### src/rtl/tmds_serializer_gen_if.sv
// Parallel word handshake into the TMDS serializer.
// Master drives words, slave returns ready.
interface tmds_serializer_gen_if #(
  parameter int NUM_CH = 3,
  parameter int WORD_W = 10
);
  logic [NUM_CH*WORD_W-1:0] in_data;
  logic                     in_valid;
  logic                     in_ready;

  modport master (
    output in_data,
    output in_valid,
    input  in_ready
  );

  modport slave (
    input  in_data,
    input  in_valid,
    output in_ready
  );
endinterface

### src/rtl/tmds_serializer_gen.sv
// Multi-lane word serializer with 2-deep input FIFO,
// idle-word insertion and forwarded word-rate clock.
module tmds_serializer_gen #(
  parameter int NUM_CH = 3,
  parameter int WORD_W = 10,
  parameter bit MSB_FIRST = 1'b0,
  parameter logic [WORD_W-1:0] IDLE_WORD =
    WORD_W'(10'b1101010100)
) (
  input  logic              clk_fast,
  input  logic              rst_n,
  tmds_serializer_gen_if.slave in_if,
  input  logic              underrun_clr,
  output logic [NUM_CH-1:0] ser_p,
  output logic [NUM_CH-1:0] ser_n,
  output logic              clk_p,
  output logic              clk_n,
  output logic              frame_strobe,
  output logic              underrun
);
  localparam int DW = NUM_CH * WORD_W;
  localparam int CW = $clog2(WORD_W);
  localparam logic [CW-1:0] LAST = CW'(WORD_W - 1);
  localparam logic [CW-1:0] HALF = CW'(WORD_W / 2);

  logic [CW-1:0] bit_cnt;
  logic [CW-1:0] bit_nxt;
  logic          load;
  logic [DW-1:0] mem [2];
  logic          wr_ptr;
  logic          rd_ptr;
  logic [1:0]    count;
  logic          live;
  logic          push;
  logic          pop;
  logic [DW-1:0] load_word;

  assign load    = (bit_cnt == LAST);
  assign bit_nxt = load ? '0 : bit_cnt + 1'b1;

  // in_ready held low until the first edge after reset
  assign in_if.in_ready = live && (count != 2'd2);
  assign push = in_if.in_valid && in_if.in_ready;
  // pop decided on pre-edge occupancy: no same-edge bypass
  assign pop  = load && (count != 2'd0);

  assign load_word = pop ? mem[rd_ptr]
                         : {NUM_CH{IDLE_WORD}};

  always_ff @(posedge clk_fast or negedge rst_n) begin
    if (!rst_n) begin
      bit_cnt      <= '0;
      live         <= 1'b0;
      clk_p        <= 1'b0;
      frame_strobe <= 1'b0;
      underrun     <= 1'b0;
      wr_ptr       <= 1'b0;
      rd_ptr       <= 1'b0;
      count        <= 2'd0;
      mem[0]       <= '0;
      mem[1]       <= '0;
    end else begin
      live         <= 1'b1;
      bit_cnt      <= bit_nxt;
      frame_strobe <= load;
      clk_p        <= (bit_nxt < HALF);
      if (push) begin
        mem[wr_ptr] <= in_if.in_data;
        wr_ptr      <= ~wr_ptr;
      end
      if (pop)
        rd_ptr <= ~rd_ptr;
      if (push && !pop)
        count <= count + 2'd1;
      else if (pop && !push)
        count <= count - 2'd1;
      if (load && count == 2'd0)
        underrun <= 1'b1;
      else if (underrun_clr)
        underrun <= 1'b0;
    end
  end

  for (genvar k = 0; k < NUM_CH; k++) begin : g_lane
    logic [WORD_W-1:0] sr;

    always_ff @(posedge clk_fast or negedge rst_n) begin
      if (!rst_n)
        sr <= '0;
      else if (load)
        sr <= load_word[k*WORD_W +: WORD_W];
      else if (MSB_FIRST)
        sr <= sr << 1;
      else
        sr <= sr >> 1;
    end

    assign ser_p[k] = MSB_FIRST ? sr[WORD_W-1] : sr[0];
  end

  assign ser_n = ~ser_p;
  assign clk_n = ~clk_p;
endmodule

### src/flat_wrapper.sv
// flat-port wrapper written by rule: the top's interface ports become plain ports
module tmds_serializer_gen_flat 
#(
  parameter int NUM_CH = 3,
  parameter int WORD_W = 10,
  parameter bit MSB_FIRST = 1'b0,
  parameter logic [WORD_W-1:0] IDLE_WORD =
    WORD_W'(10'b1101010100)
)
  (clk_fast, rst_n, underrun_clr, ser_p, ser_n, clk_p, clk_n, frame_strobe, underrun, in_if_in_data, in_if_in_valid, in_if_in_ready);
  tmds_serializer_gen_if #(.NUM_CH(NUM_CH), .WORD_W(WORD_W)) in_if_i ();
  input  logic clk_fast;
  input  logic rst_n;
  input  logic underrun_clr;
  output logic [NUM_CH-1:0] ser_p;
  output logic [NUM_CH-1:0] ser_n;
  output logic clk_p;
  output logic clk_n;
  output logic frame_strobe;
  output logic underrun;
  input wire logic [$bits(in_if_i.in_data)-1:0] in_if_in_data;
  input wire logic [$bits(in_if_i.in_valid)-1:0] in_if_in_valid;
  output wire logic [$bits(in_if_i.in_ready)-1:0] in_if_in_ready;
  assign in_if_i.in_data = in_if_in_data;
  assign in_if_i.in_valid = in_if_in_valid;
  assign in_if_in_ready = in_if_i.in_ready;
  tmds_serializer_gen #(.NUM_CH(NUM_CH), .WORD_W(WORD_W), .MSB_FIRST(MSB_FIRST), .IDLE_WORD(IDLE_WORD)) u_core (.clk_fast(clk_fast), .rst_n(rst_n), .in_if(in_if_i), .underrun_clr(underrun_clr), .ser_p(ser_p), .ser_n(ser_n), .clk_p(clk_p), .clk_n(clk_n), .frame_strobe(frame_strobe), .underrun(underrun));
endmodule
### config.mk
export PLATFORM = sky130hd
export DESIGN_NAME = tmds_serializer_gen_flat
export DESIGN_NICKNAME = d
export VERILOG_FILES = /design/src/rtl/tmds_serializer_gen_if.sv /design/src/rtl/tmds_serializer_gen.sv /design/src/flat_wrapper.sv
export SDC_FILE = /design/constraint.sdc
export NUM_CORES = 1
export LEC_CHECK = 0
export CORE_MARGIN = 5
export CORE_UTILIZATION = 55
export CTS_CLUSTER_SIZE = 14
export DETAILED_ROUTE_END_ITERATION = 8
export PLACE_DENSITY = 0.78
export SLEW_MARGIN = 20
export SYNTH_ARGS = -nofsm -noshare
export SYNTH_HDL_FRONTEND = slang
export SYNTH_SLANG_ARGS = --single-unit
### constraint.sdc
create_clock -name clk_fast -period 2.7 [get_ports clk_fast]
set_clock_uncertainty 0.1 [all_clocks]
set_input_delay 0.27 -clock clk_fast [delete_from_list [all_inputs] [get_ports clk_fast]]
set_output_delay 0.27 -clock clk_fast [all_outputs]
set_load 0.005 [all_outputs]
---- Yosys cells after proc, flatten, opt, wreduce, memory -nomap -nowiden ----
Cells that the tools add are included.
storage, ports and cells
  bits in registers ....................... 102
  input bits .............................. 34
  output and inout bits ................... 11
  word-level logic and storage cells ...... 56
operators by class
  add/sub/neg operators ................... 3
  order comparisons ....................... 4
  equality and inequality tests ........... 2
  mux-type cells .......................... 15
  bitwise logic cells ..................... 6
  reductions and logical operators ........ 13
operators with widths
  operator               count
  $mux W30               5
  $bwmux W60             1
  $demux W30 S1          1
  $mux W10               3
  $logic_and A1 B1 Y1    7
  $reduce_bool A2 Y1     3
  $add A4 B1 Y4 const B  1
  $eq A4 B4 Y1 const B   1
  $ge A2 B2 Y1 const B   2
  $lt A4 B3 Y1 const B   1
  $mux W2                2
  $mux W4                1
  $not A1 Y2             2
  $not A1 Y1             3
  $not A3 Y3             1
  $add A2 B1 Y2 const B  1
  $logic_not A1 Y1       2
  $logic_not A2 Y1       1
  $lt A2 B1 Y1 const B   1
  $mux W1                2
  $ne A2 B2 Y1 const B   1
  $sub A2 B1 Y2 const B  1

---- Logic depth before layout (Yosys ltp) ----
Gate-level depths: netlist of run 1.
  depth in word-level cells ............... 7
  depth in mapped cells ................... 10
  gate-level depth less buffers ........... 8

---- Least setup slack after synthesis of run 1 ----
Ideal clock, no wire load.
  path kind ............................... register to register
  from .................................... reg u_core.bit_cnt[2]
  to ...................................... reg u_core.count[1]
  setup time .............................. 0.079 ns
  arrival time ............................ 1.693 ns
  required time ........................... 2.521 ns
  path slack .............................. 0.828 ns
  stages on the path, launching flop included .. 10
  path buffers ............................ 2
  period minus slack after synthesis ...... 1.872 ns
  path through ............................ dfrtp_1 buf_6 nand4bb_1 inv_2 and2_4 inv_4 buf_12 ha_1 nor2_1 xor2_1
between the ends
  longest elaborated chain between the ends .. 5
  elaborated cells on any way between the ends .. 7
  those cells by class .................... eq/ne: 1; mux: 1; reduce/logical: 5
ends and longest elaborated chain
  element                                               RTL line                   text
  start, declared                                       tmds_serializer_gen.sv:26  logic [CW-1:0] bit_cnt;
  start signal, assigned                                tmds_serializer_gen.sv:64  bit_cnt <= bit_nxt;
  $eq A4 B4 Y1 (*)                                      tmds_serializer_gen.sv:38  assign load = (bit_cnt == LAST);
  $logic_and A1 B1 Y1 (*)                               tmds_serializer_gen.sv:45  assign pop = load && (count != 2'd0);
  $logic_not A1 Y1                                      tmds_serializer_gen.sv:73  if (push && !pop)
  $logic_and A1 B1 Y1                                   tmds_serializer_gen.sv:73
  $mux W2 / $reduce_bool A2 Y1 (equally long branches)  --
  end signal, assigned                                  tmds_serializer_gen.sv:74  count <= count + 2'd1;
  end signal, assigned                                  tmds_serializer_gen.sv:76  count <= count - 2'd1;
  end, declared                                         tmds_serializer_gen.sv:32  logic [1:0] count;
Every way passes the cells marked *; elsewhere a longest branch is shown, timed or not.
A chain may end at the register's enable or synchronous reset.

---- Worst setup path after layout of run 1 ----
Ends and elaborated chain as after synthesis.

==> impl_metrics.ini, run 1 <==
[global_routing]
antenna_found_initial = 0
grt_max_degree = 47
grt_usage_pct = 16.9
grt_pass1_wl_um = 12900
grt_remaining_overflow = 0
grt_pass1_vias = 2590

[floorplan]
dieWidth_um = 97.4
coreArea_mm2 = 0.00733
rows = 31
initial_core_util_pct = 57.4
die_h_um = 97.4
pin_count = 45
dieArea_mm2 = 0.00949

[clock_network]
cts_tree = yes
numClockSinks = 102
clockBufferDepth = 2
clk_pin_slew_ns = 0.10
post_cts_resized = 0
clockRootBuffer = clkbuf_8
ctsHtreeMaxLevel = 3
cts_buffers = 9
clock_latency_ns = 0.36

[placed_design]
hpwl_um = 4810
gp_congestion = 0.744
io_buffers = 44

[yosys]
yosys_warnings = 0
yosys.area.top_type = dfrtp_1
synth_seq_cells = 102
async_reset_ff_share_pct = 100
synthCells = 305
synth_area_leaders = dfrtp_1 (61%), mux2_2 (15%), mux2i_1 (7.4%)
ys.flop_type = dfrtp_1
syn_avg_cell_area_um2 = 13.8
seq_area_frac_synth_pct = 60.7
synthesis.area_mm2 = 0.00421
synth_most_common_cell = dfrtp_1
synth_fp_nets = 340
synth_edf_count = 0
synthTopCellsByCount = dfrtp_1 (102), mux2_2 (56), mux2i_1 (31)
synth.top_cell.area_share_pct = 60.7
synth_cell_types = 34

[timing]
worst_pin_slew_ns = 0.575
relSlewSlack_pct = 61.7
finalCritPeriodShare_pct = 84.6
fmax_ghz = 0.438
rsz0062_at_grt = false
setup-tns-final_ns = 0
slew_violations = 0
finalCriticalPeriod_ns = 2.28
finalHoldViolCount = 0
holdWs_ns = 0.344
setup_violations = 0

[drt]
drtAntennaViolNets = 0
firstDrtPassIters = 4
drt-total-wl_um = 7420
post_drt_wl_per_cell_um = 16.4
drt_iter0_markers = 89
viasPerCell = 5.31
drc = 0
vias = 2395

[power_and_ir_drop]
p_leak_nw = 2.26
powerDensity_mw_per_mm2 = 1050
vdd_drop_max_mv = 0.598

[layout]
fillers = 523
drive_above_1_share_pct = 26.1
n_antenna_cell = 0
syn2layout_area_growth_pct = 17.0
fin_nets = 382

[setup_path]
ff2ff_path_depth = 7
cp_max_fo = 17
crit_type = flip-flop to flip-flop
start_kind = flip-flop
critPathRequiredTime_ns = 2.87
arrival_ns = 2.46
crit_path_end_kind = flip-flop

[outcome]
status = finished, final reports clean

[flow_run]
drv_cap = 0

[min_path]
hold_class = input port to async pin
[registers in the layout (all words and copies together), names as in the netlist]
name	flops
u_core.live	1
u_core.count	2
u_core.rd_ptr	1
u_core.clk_p	1
u_core.wr_ptr	1
u_core.g_lane.sr	30
u_core.mem	60
u_core.underrun	1
u_core.bit_cnt	4
u_core.frame_strobe	1
[worst paths after layout]
path	from	endpoint	slack (ns)
worst max-delay path	u_core.bit_cnt[2]	u_core.count[1]	0.42
worst min-delay path	rst_n	u_core.bit_cnt[3]	0.34
worst max register to register	u_core.bit_cnt[2]	u_core.count[1]	0.42
worst min register to register	u_core.g_lane[2].sr[8]	u_core.g_lane[2].sr[7]	0.35
max in group asynchronous	rst_n	u_core.live	1.45
min in group clk_fast	u_core.g_lane[2].sr[8]	u_core.g_lane[2].sr[7]	0.35
[kinds of logic (layout without fill, tap and decap cells)]
logic type | Yosys count | count (layout) | synth area share (%)
simple gates | 39 | 39 | 4.34
fa+ha+maj | 1 | 1 | 0.297
xor+xnor | 6 | 6 | 1.43
buf+inv | 28 | 75 | 4.22
mux | 92 | 92 | 23.7
other cells | 1 | 1 | 0.0892
flops | 102 | 102 | 60.7
compound gates | 36 | 36 | 5.21
[per-layer routing]
layer | vias to the layer above | track usage [%] | part of all wire (%)
met4 | 0 | 6.39 | 1.3
met2 | 34 | 26.3 | 49
met1 | 1230 | 23.4 | 47
met5 | - | 0 | 0
li1 | 1123 | - | -
met3 | 8 | 3.37 | 2.9
[cell usage in the layout, fill, tap and decap left out, drive strengths merged, types with 2 or more instances in the layout]
cell / Yosys / layout
nand2: 17 / 17
buf: 18 / 6
xor2: 3 / 3
xnor2: 3 / 3
dfrtp: 102 / 102
mux2: 61 / 61
inv: 9 / 9
nor2: 13 / 13
bufinv: 0 / 2
and2: 2 / 2
a21oi: 16 / 16
o21ai: 17 / 17
clkbuf: 1 / 13
mux2i: 31 / 31
clkdlybuf4s50: 0 / 43
[final cells by class]
class / instances / area (um^2) / share of cell area [%]
well taps: 99 / 124 / 2.52
flip-flops and latches: 102 / 2550 / 51.9
inverters: 9 / 36.3 / 0.737
clock inverters: 3 / 65.1 / 1.32
clock buffers: 13 / 169 / 3.43
repair buffers: 50 / 498 / 10.1
multi-input cells: 175 / 1480 / 30.0
[worst max-delay path, cell delays in order (launching register included)]
cell and delay (ns):
dfrtp_1 0.47, nand4bb_1 0.27, inv_2 0.25, and2_4 0.31, inv_4 0.14, ha_1 0.35
nor2_1 0.15, xor2_1 0.15
[where the power goes]
group          switching, mW  internal (mW)  leakage, nW
Clock                  0.499          0.598        0.120
Combinational          0.729          0.949        0.862
Sequential             0.293           2.08         1.28
Total                   1.52           3.63         2.26
[stage by stage]
step / power [mW] / area (um^2) / setup WS, ns / utilization (%) / cells
floorplan: 3.68 / 4210 / 0.828 / - / 305
global placement: 4.03 / 4680 / 0.555 / 63.8 / 434
detailed placement: 4.12 / 4680 / 0.449 / 63.8 / 434
CTS: 5.21 / 4920 / 0.419 / 67.1 / 451
global route: 5.48 / 4920 / 0.228 / 67.1 / 451
finish: 5.15 / 4920 / 0.417 / 67.1 / 451
[timing repair]
action	CTS	global route
setup buffers	0	0
hold endpoints to repair	44	0
hold buffers	1	0
(Power assumes the default switching activity.)
==> run 2: changes to the inputs <==
Settings changed: CORE_UTILIZATION 55 to 50, PLACE_DENSITY 0.78 to 0.75.
Clock period 2.7 ns to 1.99 ns, I/O delays scaled along.
==> run 2 against run 1 <==
Worst hold slack worse by 0.10 ns. Sequential share of layout area down 0.56 points. Design area up 1.1%. Global-route usage down 1.1 points. Setup slack worse by 0.30 ns. First-iteration DRC count up 21%. Largest power group unchanged. Die area up 9.0%.
==> impl_metrics.ini, run 2 (synthesis gave the netlist of run 1 again) <==
[layout]
finalNonFillerCells = 468
largest_reg_flops = 60
n_antenna_cell = 0
fillers = 657
drive_above_1_share_pct = 28.7
regMostFlops = u_core.mem
syn2layout_area_growth_pct = 18.3
mostFrequentLayoutCells = dfrtp_1 (101), mux2_2 (56), clkdlybuf4s50_1 (43)
reg_top3 = u_core.mem x60, u_core.g_lane.sr x30, u_core.bit_cnt x4
fin_nets = 393
layout_commonest_cell = dfrtp_1

[placed_design]
io_buffers = 44
hpwl_um = 5080
dp.cells = 450
gp_congestion = 0.692
pre_cts_slack_ns = 0.185

[timing]
setup_violations = 0
finalCritPeriodShare_pct = 94.2
rsz0062_at_grt = false
setup-tns-final_ns = 0
finalCriticalPeriod_ns = 1.88
finalHoldViolCount = 0
fmax_ghz = 0.533
slew_violations = 0
setup_slack_ns = 0.115

[drt]
drt_iter0_markers = 108
drtAntennaViolNets = 0
post_drt_wl_per_cell_um = 15.6
vias = 2399
drc = 0
viasPerCell = 5.13
drt-total-wl_um = 7300
firstDrtPassIters = 5

[clock_network]
numClockSinks = 102
cts_buffers = 9
clock_latency_ns = 0.35
clk_pin_slew_ns = 0.09
post_cts_resized = 0
clockRootBuffer = clkbuf_8
cts_tree = yes
clockBufferDepth = 2
ctsHtreeMaxLevel = 3

[setup_path]
start_kind = flip-flop
cp_max_fo = 4
arrival_ns = 1.58
crit_path_end_kind = output port
r2r_slack_ns = 0.17
ff2ff_path_depth = 8
critPathRequiredTime_ns = 1.69
crit_type = flip-flop to output port

[power_and_ir_drop]
vdd_drop_max_mv = 0.765
powerDensity_mw_per_mm2 = 1350
p_leak_nw = 2.29

[floorplan]
die_h_um = 102
dieWidth_um = 102
dieArea_mm2 = 0.0103
initial_core_util_pct = 51.2
pin_count = 45
rows = 33
coreArea_mm2 = 0.00822

[global_routing]
grt_pass1_wl_um = 12500
grt_max_degree = 39
grt_usage_pct = 15.8
antenna_found_initial = 0
grt_pass1_vias = 2641
grt_remaining_overflow = 0

[outcome]
status = finished, final reports clean

[min_path]
hold_class = input port to async pin

[flow_run]
drv_cap = 0
run 2: cell types whose count changed in the layout (fill, tap and decap cells not counted), moves of 2 or more:
cell / change
buf_4: +9
bufinv_16: -2
inv_6: +2
clkinv_2: +2
clkbuf_8: -3
buf_12: +2
run 2: worst max-delay path: stages (launching register included):
cell	delay [ns]
dfrtp_1	0.42
nand2b_1	0.20
and2_1	0.17
clkdlybuf4s50_1	0.44
run 2: cell type report:
| cell class | count | area, um^2 | area share, % |
|---|---|---|---|
| sequential | 102 | 2550 | 51.3 |
| multi-input combinational | 175 | 1480 | 29.7 |
| timing repair buffer | 61 | 606 | 12.2 |
| tap | 105 | 131 | 2.64 |
| clock buffer | 9 | 124 | 2.49 |
| clock inverter | 7 | 48.8 | 0.981 |
| inverter | 9 | 36.3 | 0.729 |
run 2: timing repair:
item,4_1_cts,5_1_grt
hold endpoints to repair,33,0
endpoints found under the setup margin,0,1
hold buffers,1,0
setup buffers,0,1
run 2: final timing paths:
| check | from | to |
|---|---|---|
| worst max-delay path | u_core.count[0] | in_if_in_ready |
| worst min-delay path | rst_n | u_core.live |
| worst max register to register | u_core.bit_cnt[3] | u_core.count[1] |
| worst min register to register | u_core.g_lane[2].sr[6] | u_core.g_lane[2].sr[5] |
| max in group asynchronous | rst_n | u_core.rd_ptr |
| min in group clk_fast | underrun_clr | u_core.underrun |
run 2: stage by stage:
stage / instance area (um^2) / hold WS [ns] / utilization, % / total power [mW]
2_1_floorplan: 4210 / -0.197 / - / 4.99
3_3_place_gp: 4780 / 0.101 / 58.2 / 5.52
3_5_place_dp: 4780 / 0.0950 / 58.2 / 5.64
4_1_cts: 4970 / 0.246 / 60.5 / 6.79
5_1_grt: 4970 / 0.290 / 60.5 / 7.20
6_report: 4970 / 0.243 / 60.5 / 6.73
run 2: metal layers:
layer | part of all wire (%) | global-route usage, % | routed length [um]
met5 | 0 | 0 | 0
met4 | 1.4 | 6.13 | 101
met3 | 3.4 | 2.96 | 249
met2 | 51 | 26.7 | 3700
met1 | 45 | 20.2 | 3250
run 2: report_power, final:
group	internal, mW	switching [mW]
registers	2.83	0.337
logic	1.35	1.05
clock network	0.460	0.703
total	4.64	2.08
